==> src/rtl/spi_regfile_pkg.sv <==
// Shared constants and helpers for the SPI register file and its sibling SPI blocks.
// Frame bit positions are counted from the first bit on the wire.
package spi_regfile_pkg;

    localparam int RW_BIT  = 0;
    localparam int IMM_BIT = 1;

    // Raybox default colours, 2 bits per channel.
    localparam logic [5:0] SKY_RGB_DEFAULT   = 6'b010101;
    localparam logic [5:0] FLOOR_RGB_DEFAULT = 6'b101010;

    function automatic int hdr_len(input int addr_bits);
        return 2 + addr_bits;
    endfunction

endpackage

==> src/rtl/spi_sync_edge.sv <==
// Brings asynchronous SPI pins into the clk domain and derives SCLK edge pulses.
// Select is stored active-high so a reset (all zeros) reads as "not selected".
module spi_sync_edge (
    input  logic clk,
    input  logic reset,
    input  logic i_sclk,
    input  logic i_ss_n,
    input  logic i_mosi,
    output logic sclk_rise,
    output logic sclk_fall,
    output logic ss_active,
    output logic mosi
);

    logic [2:0] sclk_q;
    logic [1:0] ss_q;
    logic [1:0] mosi_q;

    always_ff @(posedge clk) begin
        if (reset) begin
            sclk_q <= '0;
            ss_q   <= '0;
            mosi_q <= '0;
        end else begin
            sclk_q <= {sclk_q[1:0], i_sclk};
            ss_q   <= {ss_q[0], ~i_ss_n};
            mosi_q <= {mosi_q[0], i_mosi};
        end
    end

    assign sclk_rise = sclk_q[1] & ~sclk_q[2];
    assign sclk_fall = ~sclk_q[1] & sclk_q[2];
    assign ss_active = ss_q[1];
    assign mosi      = mosi_q[1];

endmodule

==> src/rtl/spi_regfile.sv <==
// SPI-slave register file with live/buffered copies, immediate writes and readback.
// Buffered values become live on load_new, which the renderer pulses at frame/VBLANK.
module spi_regfile
    import spi_regfile_pkg::*;
#(
    parameter int                          NUM_REGS     = 16,
    parameter int                          REG_W        = 24,
    parameter int                          ADDR_BITS    = 6,
    parameter logic [NUM_REGS*REG_W-1:0]   RESET_VALUES = '0
) (
    input  logic                         clk,
    input  logic                         reset,
    input  logic                         i_sclk,
    input  logic                         i_ss_n,
    input  logic                         i_mosi,
    output logic                         o_miso,
    output logic                         o_miso_oe,
    input  logic                         load_new,
    output logic [NUM_REGS*REG_W-1:0]    regs,
    output logic [NUM_REGS-1:0]          pending,
    output logic                         wr_strobe,
    output logic [ADDR_BITS-1:0]         wr_addr
);

    localparam int HDR       = hdr_len(ADDR_BITS);
    localparam int FRAME_LEN = HDR + REG_W;
    localparam int CNT_W     = $clog2(FRAME_LEN + 1);

    logic sclk_rise, sclk_fall, ss_active, mosi;

    spi_sync_edge u_sync (
        .clk       (clk),
        .reset     (reset),
        .i_sclk    (i_sclk),
        .i_ss_n    (i_ss_n),
        .i_mosi    (i_mosi),
        .sclk_rise (sclk_rise),
        .sclk_fall (sclk_fall),
        .ss_active (ss_active),
        .mosi      (mosi)
    );

    logic [CNT_W-1:0]     cnt_q, cnt_d;
    logic [FRAME_LEN-1:0] frame_q, frame_d;
    logic                 done_q, done_d;
    logic                 hdr_done_q, hdr_done_d;
    logic [REG_W-1:0]     shift_q, shift_d;
    logic                 rd_active_q, rd_active_d;
    logic [REG_W-1:0]     live_q [NUM_REGS];
    logic [REG_W-1:0]     live_d [NUM_REGS];
    logic [REG_W-1:0]     buf_q  [NUM_REGS];
    logic [REG_W-1:0]     buf_d  [NUM_REGS];
    logic [NUM_REGS-1:0]  pend_q, pend_d;
    logic                 strobe_q, strobe_d;
    logic [ADDR_BITS-1:0] waddr_q, waddr_d;

    // The frame shifts in at the LSB: a full frame has bit 0 at the MSB, while
    // right after the header the header sits in the low HDR bits.
    logic                 f_rw, f_imm, f_addr_ok, h_rw, wr_ok;
    logic [ADDR_BITS-1:0] f_addr, h_addr;
    logic [REG_W-1:0]     f_data, rd_word;

    assign f_rw      = frame_q[FRAME_LEN-1-RW_BIT];
    assign f_imm     = frame_q[FRAME_LEN-1-IMM_BIT];
    assign f_addr    = frame_q[REG_W +: ADDR_BITS];
    assign f_data    = frame_q[REG_W-1:0];
    assign f_addr_ok = int'(f_addr) < NUM_REGS;
    assign h_rw      = frame_q[HDR-1-RW_BIT];
    assign h_addr    = frame_q[ADDR_BITS-1:0];
    assign wr_ok     = done_q & ~f_rw & f_addr_ok;

    always_comb begin
        rd_word = '0;
        for (int i = 0; i < NUM_REGS; i++) begin
            if (h_addr == ADDR_BITS'(i)) rd_word = live_q[i];
        end
    end

    always_comb begin
        cnt_d       = cnt_q;
        frame_d     = frame_q;
        done_d      = 1'b0;
        hdr_done_d  = 1'b0;
        shift_d     = shift_q;
        rd_active_d = rd_active_q;
        if (!ss_active) begin
            cnt_d       = '0;
            frame_d     = '0;
            shift_d     = '0;
            rd_active_d = 1'b0;
        end else begin
            if (sclk_rise && cnt_q != CNT_W'(FRAME_LEN)) begin
                cnt_d      = cnt_q + 1'b1;
                frame_d    = {frame_q[FRAME_LEN-2:0], mosi};
                done_d     = (cnt_q == CNT_W'(FRAME_LEN-1));
                hdr_done_d = (cnt_q == CNT_W'(HDR-1));
            end
            if (hdr_done_q && h_rw) begin
                shift_d     = rd_word;
                rd_active_d = 1'b1;
            end else if (sclk_fall && rd_active_q) begin
                shift_d = {shift_q[REG_W-2:0], 1'b0};
            end
        end
    end

    // load_new and wr_strobe are single-cycle pulses with no back-pressure. When a
    // commit meets load_new, live takes the old buffer first and the write lands after.
    always_comb begin
        live_d   = live_q;
        buf_d    = buf_q;
        pend_d   = pend_q;
        strobe_d = wr_ok;
        waddr_d  = wr_ok ? f_addr : waddr_q;
        if (load_new) begin
            live_d = buf_q;
            pend_d = '0;
        end
        for (int i = 0; i < NUM_REGS; i++) begin
            if (wr_ok && f_addr == ADDR_BITS'(i)) begin
                buf_d[i] = f_data;
                if (f_imm) begin
                    live_d[i] = f_data;
                    pend_d[i] = 1'b0;
                end else begin
                    pend_d[i] = 1'b1;
                end
            end
        end
    end

    always_ff @(posedge clk) begin
        if (reset) begin
            cnt_q       <= '0;
            frame_q     <= '0;
            done_q      <= 1'b0;
            hdr_done_q  <= 1'b0;
            shift_q     <= '0;
            rd_active_q <= 1'b0;
            pend_q      <= '0;
            strobe_q    <= 1'b0;
            waddr_q     <= '0;
            for (int i = 0; i < NUM_REGS; i++) begin
                live_q[i] <= RESET_VALUES[i*REG_W +: REG_W];
                buf_q[i]  <= RESET_VALUES[i*REG_W +: REG_W];
            end
        end else begin
            cnt_q       <= cnt_d;
            frame_q     <= frame_d;
            done_q      <= done_d;
            hdr_done_q  <= hdr_done_d;
            shift_q     <= shift_d;
            rd_active_q <= rd_active_d;
            pend_q      <= pend_d;
            strobe_q    <= strobe_d;
            waddr_q     <= waddr_d;
            live_q      <= live_d;
            buf_q       <= buf_d;
        end
    end

    for (genvar g = 0; g < NUM_REGS; g++) begin : g_regs
        assign regs[g*REG_W +: REG_W] = live_q[g];
    end

    assign pending   = pend_q;
    assign wr_strobe = strobe_q;
    assign wr_addr   = waddr_q;
    assign o_miso    = rd_active_q & shift_q[REG_W-1];
    assign o_miso_oe = ss_active;

endmodule

==> config.mk <==
export PLATFORM = sky130hd
export DESIGN_NAME = spi_regfile
export DESIGN_NICKNAME = d
export VERILOG_FILES = /design/src/rtl/spi_regfile_pkg.sv /design/src/rtl/spi_sync_edge.sv /design/src/rtl/spi_regfile.sv
export SDC_FILE = /design/constraint.sdc
export NUM_CORES = 2
export LEC_CHECK = 0
export BUFFER_PORTS_ARGS = -buffer_cell sky130_fd_sc_hd__buf_2
export CAP_MARGIN = 5
export CORE_MARGIN = 3
export CORE_UTILIZATION = 55
export CTS_CLUSTER_SIZE = 16
export DETAILED_ROUTE_END_ITERATION = 10
export PLACE_DENSITY_LB_ADDON = 0.08
export RECOVER_POWER = 50
export SLEW_MARGIN = 40
export SYNTH_ARGS = -nofsm -noshare
export SYNTH_HDL_FRONTEND = slang
export SYNTH_SLANG_ARGS = --single-unit
==> constraint.sdc <==
create_clock -name clk -period 5.3 [get_ports clk]
set_input_delay 1.06 -clock clk [delete_from_list [all_inputs] [get_ports clk]]
set_output_delay 1.06 -clock clk [all_outputs]
set_load 0.02 [all_outputs]
==> results.cfg <==
[clock_network]
clk_pin_slew_ns = 0.06
cts_buffer_depth = 3
cts-buffers-inserted = 91
worst_skew_pair.late_latency_ns = 0.66
htree_levels = 3
clkSinkCount = 863
cts-resized-gates = 0
cts_tree = done
post-cts-setup-buffers = 0
hold_buffers = 0
root_buffer = clkbuf_16

[final_layout]
stdcell_count = 5642
final_common_cell = nand2_1
num-nets-final = 4632
final_cell_mix = nand2_1 (888), dfxtp_1 (838), nor2_1 (491)
syn2layout_area_growth_pct = 12.6
drive_above_1_share = 0.176
final_cell_area_um2 = 44700

[critical_path]
cp_num_buf_inv = 1
cp-start-kind = input port
crit_chain = clkbuf_2 > nand4b_1 > nor4_1 > a221o_1 > a311oi_1 > o221ai_1
cp.arrival_ns = 4.86
critPathTopFamily = buffers and inverters
crit_type = input port to flip-flop
cp_max_fo = 97
slowest_stage = clkbuf_2
cp.required_ns = 5.81
slowest_delay_ns = 1.99
critPathCaptureType = flip-flop

[global_routing]
grt.total_usage = 0.390
grt_pass1_wl_um = 220000
grt-ovfl-total = 0
grt_max_degree = 112
antenna_found_initial = 4
grt_pass1_vias = 32029

[outcome]
status = finished with violations
failed_checks = capacitance limit, slew limit

[place]
portBuffers = 414
dp_hpwl_um = 101000
place_area_um2 = 41900
gp_congestion = 0.972
placed_cells = 5470

[logic_synthesis]
synthFlopType = dfxtp_1
synth_cell_types = 76
synth_nets = 4512
async_flop_share = 0
yosysSeqAreaShare = 0.435
synthCells = 4504
syn_area_um2 = 39700
avgSynthCellArea_um2 = 8.81
ys_seq_elements = 863
yosys_warnings = 0
synth-edff-count = 0

[drt]
routed_wl_um = 153000
dr.first_iter.drc_count = 4323
vias_per_cell = 6.26
post_drt_wl_per_cell_um = 27.0
vias = 35332
post-route-drc-count = 0
dr.pass1.iters = 6
antenna_left = 0

[power_and_ir_drop]
peakVddDrop_mv = 0.255
power.leakage_nw = 17.0
p_per_area_nw_per_um2 = 298

[timing]
finalSetupTns_ns = 0
finalHoldViolations = 0
fin_crit_ns = 4.35
slew_viol_final = 96
rsz0062_at_grt = no
period_share = 0.821
relSlewSlack = -0.909
finalSetupViolCount = 0
fmax_mhz = 230
tightest_slew_ns = 2.86
fin_skew_ns = 0.0247

[die]
die_area_um2 = 75400
core_area_um2 = 70800
die_w_um = 275
die_h_um = 275
ioPinCount = 415
rows = 97
start_util = 0.561

[run]
maxCapViolations = 1

[hold_path]
worst_hold_path_type = flip-flop to flip-flop
==> state kept, by name, summed over array words and instances, names as in the netlist <==
register and cells:
cnt_q 6, hdr_done_q 1, u_sync.sclk_q 3, wr_strobe 1, done_q 1, buf_q 384, u_sync.mosi_q 2, wr_addr 6
shift_q 24, u_sync.ss_q 2, frame_q 32, pending 16, regs 384, rd_active_q 1
==> through the flow <==
| step | utilization | setup slack (ns) | total power, mW | hold WS (ns) |
|---|---|---|---|---|
| final | 0.632 | 0.948 | 13.3 | 0.452 |
| after global routing | 0.631 | 0.949 | 13.6 | 0.466 |
| after CTS | 0.635 | 1.89 | 13.3 | 0.452 |
| after detailed placement | 0.592 | 1.77 | 6.93 | 0.437 |
| after global placement | 0.589 | 1.79 | 6.93 | 0.439 |
| after floorplan | - | 2.70 | 6.87 | 0.414 |
==> report_power, final <==
part           switching, mW  internal, mW
Combinational          0.222        0.0832
Sequential           0.00209          6.48
Clock                   2.75          3.76
Total                   2.98          10.3
==> worst paths after layout <==
| path | start | endpoint | slack, ns | depth (start not counted) |
|---|---|---|---|---|
| worst max-delay path | reset | shift_q[13] | 0.95 | 6 |
| worst min-delay path | u_sync.ss_q[0] | u_sync.ss_q[1] | 0.45 | 1 |
| worst max register to register | frame_q[2] | shift_q[10] | 1.58 | 5 |
| worst min register to register | u_sync.ss_q[0] | u_sync.ss_q[1] | 0.45 | 1 |
==> worst reg2reg max path, stage by stage, from the launching register on <==
cell,delay [ns]
dfxtp_4,0.92
clkinv_1,0.98
mux2i_1,0.81
o221ai_1,0.34
a221oi_1,0.40
a311oi_1,0.12
==> cells in the mapped netlist, types with 6 or more instances <==
cell type / n / area (um2)
mux2i_1: 457 / 4570
buf_6: 33 / 372
clkbuf_1: 336 / 1260
o32ai_1: 6 / 52.6
a22oi_1: 18 / 135
dfxtp_1: 863 / 17300
inv_1: 16 / 60.1
a221o_1: 6 / 60.1
buf_1: 55 / 206
a22o_1: 15 / 131
a221oi_1: 15 / 131
nor2_1: 491 / 1840
a211oi_1: 96 / 721
a211o_1: 6 / 52.6
and3_1: 10 / 62.6
a21o_1: 7 / 52.6
buf_2: 50 / 250
o22ai_1: 9 / 56.3
mux2_2: 24 / 270
mux4_2: 15 / 338
nor3b_1: 8 / 60.1
o211ai_1: 9 / 67.6
a31oi_1: 31 / 194
nor3_1: 17 / 85.1
nor4_4: 15 / 319
nand2b_1: 8 / 50.1
a21oi_1: 465 / 2330
nand4_1: 16 / 100
o221ai_1: 14 / 123
o2111ai_1: 6 / 52.6
o31ai_1: 9 / 67.6
nand2_1: 903 / 3390
nand3_1: 21 / 105
a211oi_2: 300 / 3750
o21ai_0: 50 / 250
nor2b_1: 16 / 100
or3_1: 7 / 43.8
==> final cells by class <==
class                   count  area, um2
flip-flops and latches    863      17300
well taps                 940       1180
inverters                  18       67.6
diodes                      2       5.00
fillers                  6198      26100
multi-input cells        3146      20400
clock buffers             129       2660
clock inverters            40        375
repair buffers            504       2630
==> metal layers <==
metal,up-vias,GRT usage,part of all wire
met5,-,0,0.00028
met4,6,0.224,0.068
met3,395,0.0728,0.090
met2,1910,0.591,0.44
met1,17059,0.523,0.40
li1,15962,-,-
==> logic make-up (layout without fill, tap and decap cells) <==
family | count (synthesis) | after routing | share of synthesized area
simple gates | 1545 | 1545 | 0.162
xor+xnor | 4 | 4 | 0.000883
compound gates | 1099 | 1099 | 0.216
other cells | 0 | 2 | 0
fa+ha+maj | 2 | 2 | 0.000630
flops | 863 | 863 | 0.435
mux | 496 | 496 | 0.131
buf+inv | 495 | 691 | 0.0549
Note: power is estimated with default switching activity, not from simulation.
